`src/rtl/mips_ctrl_pkg.sv`:
```
// Shared encodings for the multicycle MIPS-subset controller: FSM states,
// opcode/funct values, ALU operations and datapath mux selects.
package mips_ctrl_pkg;

  localparam int OP_W     = 6;
  localparam int ALU_OP_W = 4;

  typedef enum logic [3:0] {
    FETCH     = 4'd0,
    DECODE    = 4'd1,
    EXEC_R    = 4'd2,
    EXEC_I    = 4'd3,
    MEM_ADDR  = 4'd4,
    MEM_READ  = 4'd5,
    MEM_WRITE = 4'd6,
    WB_ALU    = 4'd7,
    WB_MEM    = 4'd8,
    BRANCH    = 4'd9,
    JUMP      = 4'd10,
    HALT      = 4'd11
  } state_t;

  // Opcodes (IR[31:26])
  localparam logic [5:0] OP_RTYPE = 6'h00;
  localparam logic [5:0] OP_J     = 6'h02;
  localparam logic [5:0] OP_JAL   = 6'h03;
  localparam logic [5:0] OP_BNE   = 6'h05;
  localparam logic [5:0] OP_ADDI  = 6'h08;
  localparam logic [5:0] OP_XORI  = 6'h0E;
  localparam logic [5:0] OP_LW    = 6'h23;
  localparam logic [5:0] OP_SW    = 6'h2B;

  // R-type funct codes (IR[5:0])
  localparam logic [5:0] FN_ADD = 6'h20;
  localparam logic [5:0] FN_SUB = 6'h22;
  localparam logic [5:0] FN_SLT = 6'h2A;
  localparam logic [5:0] FN_JR  = 6'h08;

  // ALU operations
  localparam logic [3:0] ALU_ADD = 4'd0;
  localparam logic [3:0] ALU_SUB = 4'd1;
  localparam logic [3:0] ALU_XOR = 4'd2;
  localparam logic [3:0] ALU_SLT = 4'd3;

  // PC source select
  localparam logic [1:0] PC_SRC_ALU    = 2'b00;
  localparam logic [1:0] PC_SRC_ALUOUT = 2'b01;
  localparam logic [1:0] PC_SRC_JUMP   = 2'b10;
  localparam logic [1:0] PC_SRC_RS     = 2'b11;

  // Register-file destination select
  localparam logic [1:0] REG_DST_RT = 2'b00;
  localparam logic [1:0] REG_DST_RD = 2'b01;
  localparam logic [1:0] REG_DST_RA = 2'b10;

  // Register-file write-data select
  localparam logic [1:0] MEM_TO_REG_ALUOUT = 2'b00;
  localparam logic [1:0] MEM_TO_REG_MDR    = 2'b01;
  localparam logic [1:0] MEM_TO_REG_PC     = 2'b10;

  // ALU B operand select
  localparam logic [1:0] ALU_B_REG     = 2'b00;
  localparam logic [1:0] ALU_B_FOUR    = 2'b01;
  localparam logic [1:0] ALU_B_IMM     = 2'b10;
  localparam logic [1:0] ALU_B_IMM_SH2 = 2'b11;

  // Complete set of datapath controls driven by the FSM in one cycle.
  typedef struct packed {
    logic       pc_we;
    logic [1:0] pc_src;
    logic       ir_we;
    logic       iord;
    logic       mem_re;
    logic       mem_we;
    logic       reg_we;
    logic [1:0] reg_dst;
    logic [1:0] mem_to_reg;
    logic       alu_src_a;
    logic [1:0] alu_src_b;
    logic [3:0] alu_op;
  } ctrl_t;

  // All enables low, all selects at their zero encoding.
  function automatic ctrl_t ctrl_idle();
    return '0;
  endfunction

endpackage

```
`src/rtl/alu_op_decoder.sv`:
```
// Maps an R-type funct field to the ALU operation; valid is low for any
// funct that is not an ALU instruction handled by this controller.
module alu_op_decoder
  import mips_ctrl_pkg::*;
#(
  parameter int OP_W     = 6,
  parameter int ALU_OP_W = 4
) (
  input  logic [OP_W-1:0]     funct,
  output logic [ALU_OP_W-1:0] alu_op,
  output logic                valid
);

  // Pure lookup of the supported R-type ALU functions.
  always_comb begin
    // NOTE: every output gets a default before the case so no path leaves a
    // value unassigned, which would otherwise infer a latch.
    alu_op = ALU_ADD;
    valid  = 1'b0;
    case (funct)
      FN_ADD: begin alu_op = ALU_ADD; valid = 1'b1; end
      FN_SUB: begin alu_op = ALU_SUB; valid = 1'b1; end
      FN_SLT: begin alu_op = ALU_SLT; valid = 1'b1; end
      default: ;
    endcase
  end

endmodule

```
`src/rtl/multicycle_controller.sv`:
```
// Moore control FSM for the shared multicycle MIPS-subset datapath. Sequences
// fetch/decode/execute/memory/writeback and drives every enable and select.
// Only the fetch/memory handshakes (mem_ready) and the BNE decision (zero)
// reach the outputs combinationally; everything else follows the state.
module multicycle_controller
  import mips_ctrl_pkg::*;
#(
  parameter int OP_W     = 6,
  parameter int ALU_OP_W = 4
) (
  input  logic                clk,
  input  logic                reset_n,
  input  logic [OP_W-1:0]     opcode,
  input  logic [OP_W-1:0]     funct,
  input  logic                zero,
  input  logic                mem_ready,
  output logic                pc_we,
  output logic [1:0]          pc_src,
  output logic                ir_we,
  output logic                iord,
  output logic                mem_re,
  output logic                mem_we,
  output logic                reg_we,
  output logic [1:0]          reg_dst,
  output logic [1:0]          mem_to_reg,
  output logic                alu_src_a,
  output logic [1:0]          alu_src_b,
  output logic [ALU_OP_W-1:0] alu_op,
  output logic                illegal
);

  state_t              state;
  state_t              state_next;
  logic                illegal_q;
  logic                illegal_set;
  ctrl_t               ctrl;
  logic [ALU_OP_W-1:0] r_alu_op;
  logic                r_alu_valid;
  logic                is_rtype;
  logic                is_jr;

  alu_op_decoder #(
    .OP_W     (OP_W),
    .ALU_OP_W (ALU_OP_W)
  ) u_alu_op_decoder (
    .funct  (funct),
    .alu_op (r_alu_op),
    .valid  (r_alu_valid)
  );

  assign is_rtype = (opcode == OP_RTYPE);
  assign is_jr    = is_rtype && (funct == FN_JR);

  // State register and sticky illegal flag, synchronous active-low reset.
  always_ff @(posedge clk) begin
    // NOTE: sequential state uses non-blocking assignments so every register
    // samples the pre-edge values regardless of statement order.
    if (!reset_n) begin
      state     <= FETCH;
      illegal_q <= 1'b0;
    end else begin
      state <= state_next;
      if (illegal_set) illegal_q <= 1'b1;
    end
  end

  // Next-state and per-state datapath controls.
  always_comb begin
    ctrl        = ctrl_idle();
    state_next  = state;
    illegal_set = 1'b0;

    case (state)
      FETCH: begin
        ctrl.mem_re    = 1'b1;
        ctrl.iord      = 1'b0;
        ctrl.alu_src_a = 1'b0;
        ctrl.alu_src_b = ALU_B_FOUR;
        ctrl.alu_op    = ALU_ADD;
        ctrl.pc_src    = PC_SRC_ALU;
        // IR load and PC+4 commit only when the instruction word arrives.
        if (mem_ready) begin
          ctrl.ir_we = 1'b1;
          ctrl.pc_we = 1'b1;
          state_next = DECODE;
        end
      end

      DECODE: begin
        // Speculatively form PC+4 + (imm<<2) so BRANCH finds it in ALUOut.
        ctrl.alu_src_a = 1'b0;
        ctrl.alu_src_b = ALU_B_IMM_SH2;
        ctrl.alu_op    = ALU_ADD;
        case (opcode)
          OP_RTYPE: begin
            if (r_alu_valid) begin
              state_next = EXEC_R;
            end else if (is_jr) begin
              state_next = JUMP;
            end else begin
              state_next  = HALT;
              illegal_set = 1'b1;
            end
          end
          OP_ADDI, OP_XORI: state_next = EXEC_I;
          OP_LW, OP_SW:     state_next = MEM_ADDR;
          OP_BNE:           state_next = BRANCH;
          OP_J, OP_JAL:     state_next = JUMP;
          default: begin
            state_next  = HALT;
            illegal_set = 1'b1;
          end
        endcase
      end

      EXEC_R: begin
        ctrl.alu_src_a = 1'b1;
        ctrl.alu_src_b = ALU_B_REG;
        ctrl.alu_op    = r_alu_op;
        state_next     = WB_ALU;
      end

      EXEC_I: begin
        ctrl.alu_src_a = 1'b1;
        ctrl.alu_src_b = ALU_B_IMM;
        ctrl.alu_op    = (opcode == OP_XORI) ? ALU_XOR : ALU_ADD;
        state_next     = WB_ALU;
      end

      WB_ALU: begin
        ctrl.reg_we     = 1'b1;
        ctrl.mem_to_reg = MEM_TO_REG_ALUOUT;
        ctrl.reg_dst    = is_rtype ? REG_DST_RD : REG_DST_RT;
        state_next      = FETCH;
      end

      MEM_ADDR: begin
        ctrl.alu_src_a = 1'b1;
        ctrl.alu_src_b = ALU_B_IMM;
        ctrl.alu_op    = ALU_ADD;
        state_next     = (opcode == OP_LW) ? MEM_READ : MEM_WRITE;
      end

      MEM_READ: begin
        // Request held steady until the memory completes it.
        ctrl.mem_re = 1'b1;
        ctrl.iord   = 1'b1;
        if (mem_ready) state_next = WB_MEM;
      end

      WB_MEM: begin
        ctrl.reg_we     = 1'b1;
        ctrl.reg_dst    = REG_DST_RT;
        ctrl.mem_to_reg = MEM_TO_REG_MDR;
        state_next      = FETCH;
      end

      MEM_WRITE: begin
        ctrl.mem_we = 1'b1;
        ctrl.iord   = 1'b1;
        if (mem_ready) state_next = FETCH;
      end

      BRANCH: begin
        // BNE: compare rs-rt; take the precomputed target when nonzero.
        ctrl.alu_src_a = 1'b1;
        ctrl.alu_src_b = ALU_B_REG;
        ctrl.alu_op    = ALU_SUB;
        ctrl.pc_src    = PC_SRC_ALUOUT;
        ctrl.pc_we     = ~zero;
        state_next     = FETCH;
      end

      JUMP: begin
        ctrl.pc_we = 1'b1;
        if (is_rtype) begin
          ctrl.pc_src = PC_SRC_RS;
        end else begin
          ctrl.pc_src = PC_SRC_JUMP;
          // PC already holds the return address (PC+4) from FETCH.
          if (opcode == OP_JAL) begin
            ctrl.reg_we     = 1'b1;
            ctrl.reg_dst    = REG_DST_RA;
            ctrl.mem_to_reg = MEM_TO_REG_PC;
          end
        end
        state_next = FETCH;
      end

      HALT: state_next = HALT;

      default: state_next = FETCH;
    endcase
  end

  // Output drive; reset forces every control low without waiting for an edge.
  always_comb begin
    if (reset_n) begin
      pc_we      = ctrl.pc_we;
      pc_src     = ctrl.pc_src;
      ir_we      = ctrl.ir_we;
      iord       = ctrl.iord;
      mem_re     = ctrl.mem_re;
      mem_we     = ctrl.mem_we;
      reg_we     = ctrl.reg_we;
      reg_dst    = ctrl.reg_dst;
      mem_to_reg = ctrl.mem_to_reg;
      alu_src_a  = ctrl.alu_src_a;
      alu_src_b  = ctrl.alu_src_b;
      alu_op     = ctrl.alu_op;
      illegal    = illegal_q;
    end else begin
      pc_we      = 1'b0;
      pc_src     = '0;
      ir_we      = 1'b0;
      iord       = 1'b0;
      mem_re     = 1'b0;
      mem_we     = 1'b0;
      reg_we     = 1'b0;
      reg_dst    = '0;
      mem_to_reg = '0;
      alu_src_a  = 1'b0;
      alu_src_b  = '0;
      alu_op     = '0;
      illegal    = 1'b0;
    end
  end

endmodule

```
`config.mk`:
```
export PLATFORM = sky130hd
export DESIGN_NAME = multicycle_controller
export DESIGN_NICKNAME = d
export VERILOG_FILES = /design/src/rtl/mips_ctrl_pkg.sv /design/src/rtl/alu_op_decoder.sv /design/src/rtl/multicycle_controller.sv
export SDC_FILE = /design/constraint.sdc
export NUM_CORES = 1
export LEC_CHECK = 0
export ABC_AREA = 1
export CAP_MARGIN = 15
export CORE_UTILIZATION = 38
export DETAILED_ROUTE_END_ITERATION = 10
export PLACE_DENSITY = 0.77
export REMOVE_ABC_BUFFERS = 1
export SLEW_MARGIN = 10
export SYNTH_ARGS = -nofsm -noshare
export SYNTH_HDL_FRONTEND = slang
export SYNTH_SLANG_ARGS = --single-unit
```
`constraint.sdc`:
```
create_clock -name clk -period 1.1 [get_ports clk]
set_input_delay 0.11 -clock clk [delete_from_list [all_inputs] [get_ports clk]]
set_output_delay 0.11 -clock clk [all_outputs]
set_load 0.005 [all_outputs]
```
; After elaboration in Yosys (flattened, before gate mapping)
; Index checks and enable logic that the tools add are counted.
[op_classes]
reduce_logical = 12
mux = 40
eq_ne = 25
bitwise = 1
[ops]
columns = cell, count
row1 = $pmux 7 s6, 1
row2 = $eq 6x6->1 const B, 5
row3 = $pmux 4 s7, 1
row4 = $mux 1, 20
row5 = $mux 4, 5
row6 = $pmux 4 s5, 1
row7 = $eq 6x4->1 const B, 3
row8 = $eq 4x3->1 const B, 4
row9 = $eq 4x4->1 const B, 4
row10 = $pmux 5 s3, 1
row11 = $eq 6x2->1 const B, 2
row12 = $mux 2, 6
row13 = $reduce_or 2->1, 6
row14 = $mux 5, 2
row15 = $pmux 3 s3, 1
row16 = $eq 4x2->1 const B, 2
row17 = $reduce_or 7->1, 1
row18 = $eq 6x3->1 const B, 1
row19 = $logic_not 6->1, 1
row20 = $ne 2x2->1 const B, 3
row21 = $eq 4x1->1 const B, 1
row22 = $logic_not 4->1, 1
row23 = $pmux 2 s2, 1
row24 = $reduce_and 3->1, 1
row25 = other kinds (4), 4
[totals]
word_cells = 80
in_bits = 16
out_inout_bits = 20
regBits = 5

; Logic depth before layout (Yosys ltp)
[logic_depth]
word_depth = 6
mapped_depth = 11
ltp_nobuf = 10

; By module
; Synthesis repeated with hierarchy kept, for this count alone.
[hier_totals]
hier_cells = 162
area_unflattened_um2 = 807.0
[modules_own_cells]
columns = module, area_per_inst_um2, cells_each, instances, seq_area_each_um2
row1 = multicycle_controller, 733.2, 145, 1, 100.1
row2 = alu_op_decoder, 73.8, 17, 1, 0.0

; Least setup slack after synthesis
; No wires, ideal clock.
[synth_timing]
kind = register -> output
startpoint = register state[3]
endpoint = output port reg_dst[1]
t_arrival_ns = 1.122
path_slack_ns = -0.132
t_required_ns = 0.990
n_path_buf = 1
stages_incl_launch_ff = 8
path_cell_list = dfxtp_1 > inv_1 > nor2_2 > inv_2 > nor3_2 > nand2_1 > nor2_1 > buf_4
[synth_via]
elab_chain_cells = 3
word_cells_on_any_way = 5
cone_classes = eq/ne: 3 / mux: 2
[synth_rtl]
columns = item, line_no
row1 = start: declaration, multicycle_controller.sv:32  ; state_t state;
row2 = start signal: assignment, multicycle_controller.sv:62  ; state <= state_next;
row3 = $eq 4x4->1 or $eq 4x3->1 (tied branches), multicycle_controller.sv:73  ; case (state)
row4 = $pmux 5 s3 (*), multicycle_controller.sv:73
row5 = $mux 2 (*), multicycle_controller.sv:198  ; if (reset_n) begin
row6 = end: declaration, multicycle_controller.sv:24  ; output logic [1:0] reg_dst,
; Every way passes the cells marked *; elsewhere a longest branch is shown, timed or not.

; Worst setup path after layout
[layout_timing]
startpoint = register state[2]
endpoint = output port alu_op[1]
[layout_via]
elab_chain_cells = 3
word_cells_on_any_way = 8
cone_classes = eq/ne: 5 / mux: 2 / reduce/logical: 1
[layout_rtl]
columns = item, line_no
row1 = "$eq 4x4->1, or another cell as far along", multicycle_controller.sv:73
row2 = $pmux 7 s6 (*), multicycle_controller.sv:73
row3 = $mux 4 (*), multicycle_controller.sv:198
row4 = end: declaration, multicycle_controller.sv:28  ; output logic [ALU_OP_W-1:0] alu_op,
; Marked as above.

==> results.json <==
{
  "status": "finished, violations left",
  "violations": "setup timing",
  "fin_ws_ps": -648.8,
  "cts_tree": "done",
  "coreArea_um2": 2002,
  "ir_worst_vdd_uv": 2266,
  "grt_setup_unrepaired": "true",
  "max_freq_mhz": 571.8,
  "finalInstanceArea_um2": 1832,
  "cts_buffers": 3,
  "slowest_delay_ps": 400,
  "grt_pass1_vias": 1434,
  "hold_viol_final": 0,
  "cts-root-buf": "clkbuf_4",
  "wire_per_inst_um": 20.01,
  "post-route-drc-count": 0,
  "async_reset_ff_share_pct": 0,
  "grt_overflow_total": 0,
  "routabilityCongestion": 0.8373,
  "fp.dieArea_um2": 2343,
  "htree_levels": 1,
  "synthAdderAreaFrac_pct": 0,
  "synthMuxAreaShare_pct": 0,
  "dr.pass1.iters": 5,
  "clk_pin_slew_ps": 60,
  "crit_fanout": 3,
  "die_w_um": 48.41,
  "power.density_nw_per_um2": 2116,
  "dp_hpwl_um": 2381,
  "post-route-period-util_pct": 159.0,
  "grt_pass1_wl_um": 6106,
  "crit_chain": "buf_6 > inv_4 > nor2_4 > nand2_2 > inv_2 > nor2_4 > nand2_1 > nand2_1 > inv_2 > o21ai_2 > inv_1 > buf_2",
  "synth_xor_area_share_pct": 0,
  "fin_tns_setup_ps": -10750,
  "start_util_pct": 40.88,
  "vias": 1591,
  "ys_seq_elements": 5,
  "die_h_um": 48.41,
  "yosys-top-cells-count": "nand2_1 (36), inv_1 (23), nor2_1 (18)",
  "clock-sinks": 5,
  "utilization_pct": 91.50,
  "synth_top_family_by_area": "simple AND/OR/NAND/NOR gates",
  "numPortBuffers": 33,
  "synth-compound-area-share_pct": 10.55,
  "place_ws_ps": -754.1,
  "required_ps": 990,
  "vias_per_cell": 5.871,
  "synth-simple-area-share_pct": 55.81,
  "end_kind": "primary output",
  "drtAntennaViolNets": 0,
  "yosys.area.top_type": "nand2_1",
  "rows": 16,
  "area_growth_syn_to_layout_pct": 123.9,
  "slowest_stage": "dfxtp_4",
  "nets": 261,
  "crit_arrival_ps": 1640,
  "synth_top_area_share_pct": 16.51,
  "netlist_top_cells_area": "nand2_1 (17%), dfxtp_1 (12%), inv_1 (11%)",
  "synth_cell_types": 26,
  "yosysMostFrequentCell": "nand2_1",
  "avgSynthCellArea_um2": 5.314,
  "cts_hold_buf": 0,
  "cap_violations": 0,
  "stdcell_count": 271,
  "slew_viol_final": 0,
  "synth_warnings": 0,
  "synth_edf_count": 0,
  "worstSkewPairLatency_ps": 280,
  "synthFlopType": "dfxtp_1",
  "seq_area_frac_synth_pct": 12.23,
  "finalClockSkew_ps": 11.35,
  "critPathKind": "reg2out",
  "synthCells": 154,
  "dpl_cell_area_um2": 1449,
  "place_inst": 250,
  "io_pins": 36,
  "synthesis.area_um2": 818.3,
  "routed_wl_um": 5423,
  "grtUsageTotal_pct": 34.33,
  "hold_class": "in2reg",
  "grt_max_degree": 8,
  "diodes": 0,
  "drive_gt1_share_pct": 59.84,
  "setup_viol": 22,
  "period_minus_slack_ps": 1749,
  "drt_iter0_drc": 173,
  "clock_path_buffers": 2,
  "p_leak_uw": 0.0009977,
  "crit_path_start_kind": "flip-flop",
  "antenna_found_initial": 0
}
[kinds of logic (layout without fill, tap and decap cells)]
family | Yosys count | count (layout)
AOI/OAI and AO/OA | 15 | 15
buffers and inverters | 39 | 128
DFF | 5 | 5
other | 1 | 2
and+or+nand+nor | 94 | 94
[stage by stage]
step	power (uW)	hold WS [ps]
floorplan	1195	207.6
global placement	2117	433.4
detailed placement	2190	451.5
CTS	2850	461.3
global route	3960	273.8
finish	3876	261.9
[path summary, 6_finish.rpt]
path	from	end	slack, ps	cells after the start
worst max-delay path	state[2]$_SDFFE_PN0P_	alu_op[1]	-650	12
worst min-delay path	reset_n	state[1]$_SDFFE_PN0P_	260	4
worst max register to register	state[2]$_SDFFE_PN0P_	state[0]$_SDFFE_PN0P_	-590	11
worst min register to register	illegal_q$_SDFFE_PN0P_	illegal_q$_SDFFE_PN0P_	490	2
[sequential cells by signal, indices dropped and copies added, names as in the netlist]
name,cells
state,4
illegal_q,1
[where the power goes]
part | internal, uW | switching (uW)
logic | 1540 | 1640
registers | 289 | 145
clock network | 141 | 130
total | 1960 | 1910
[cells in the final DEF, fill, tap and decap left out, types with 6 or more instances in the layout]
cell type | Yosys | final
buf_2 | 0 | 15
buf_4 | 4 | 41
buf_6 | 1 | 18
clkdlybuf4s50_1 | 0 | 8
dlygate4sd2_1 | 0 | 6
inv_1 | 23 | 18
inv_2 | 9 | 10
nand2_1 | 36 | 28
nand2_2 | 3 | 7
nand3_1 | 11 | 8
nor2_1 | 18 | 14
nor2_2 | 12 | 6
nor2_4 | 2 | 12
[metal layers]
layer	wire length, um	GRT usage [%]	vias up
li1	-	-	652
met1	1970	29.69	712
met2	2417	64.08	165
met3	544	8.491	62
met4	491	31.37	0
met5	0	0	-
[worst max-delay path, delay by kind of cell, from the launching register on]
family / cells / cell delay (ps)
compound gates: 1 / 50
buf+inv: 6 / 490
simple gates: 5 / 420
flops: 1 / 400
[layout make-up]
cell class	instances	area (um^2)
well taps	27	33.78
clock buffers	4	26.28
multi-input cells	111	757.0
fillers	83	170.2
inverters	33	136.4
repair buffers	91	763.2
flip-flops and latches	5	115.1
[timing repair]
| action | 4_1_cts | 5_1_grt |
|---|---|---|
| resized for setup | 101 | 54 |
| pin swaps | 12 | 18 |
| setup endpoints to repair | 23 | 23 |
| buffers inserted | 8 | 11 |
(Power assumes the default switching activity.)
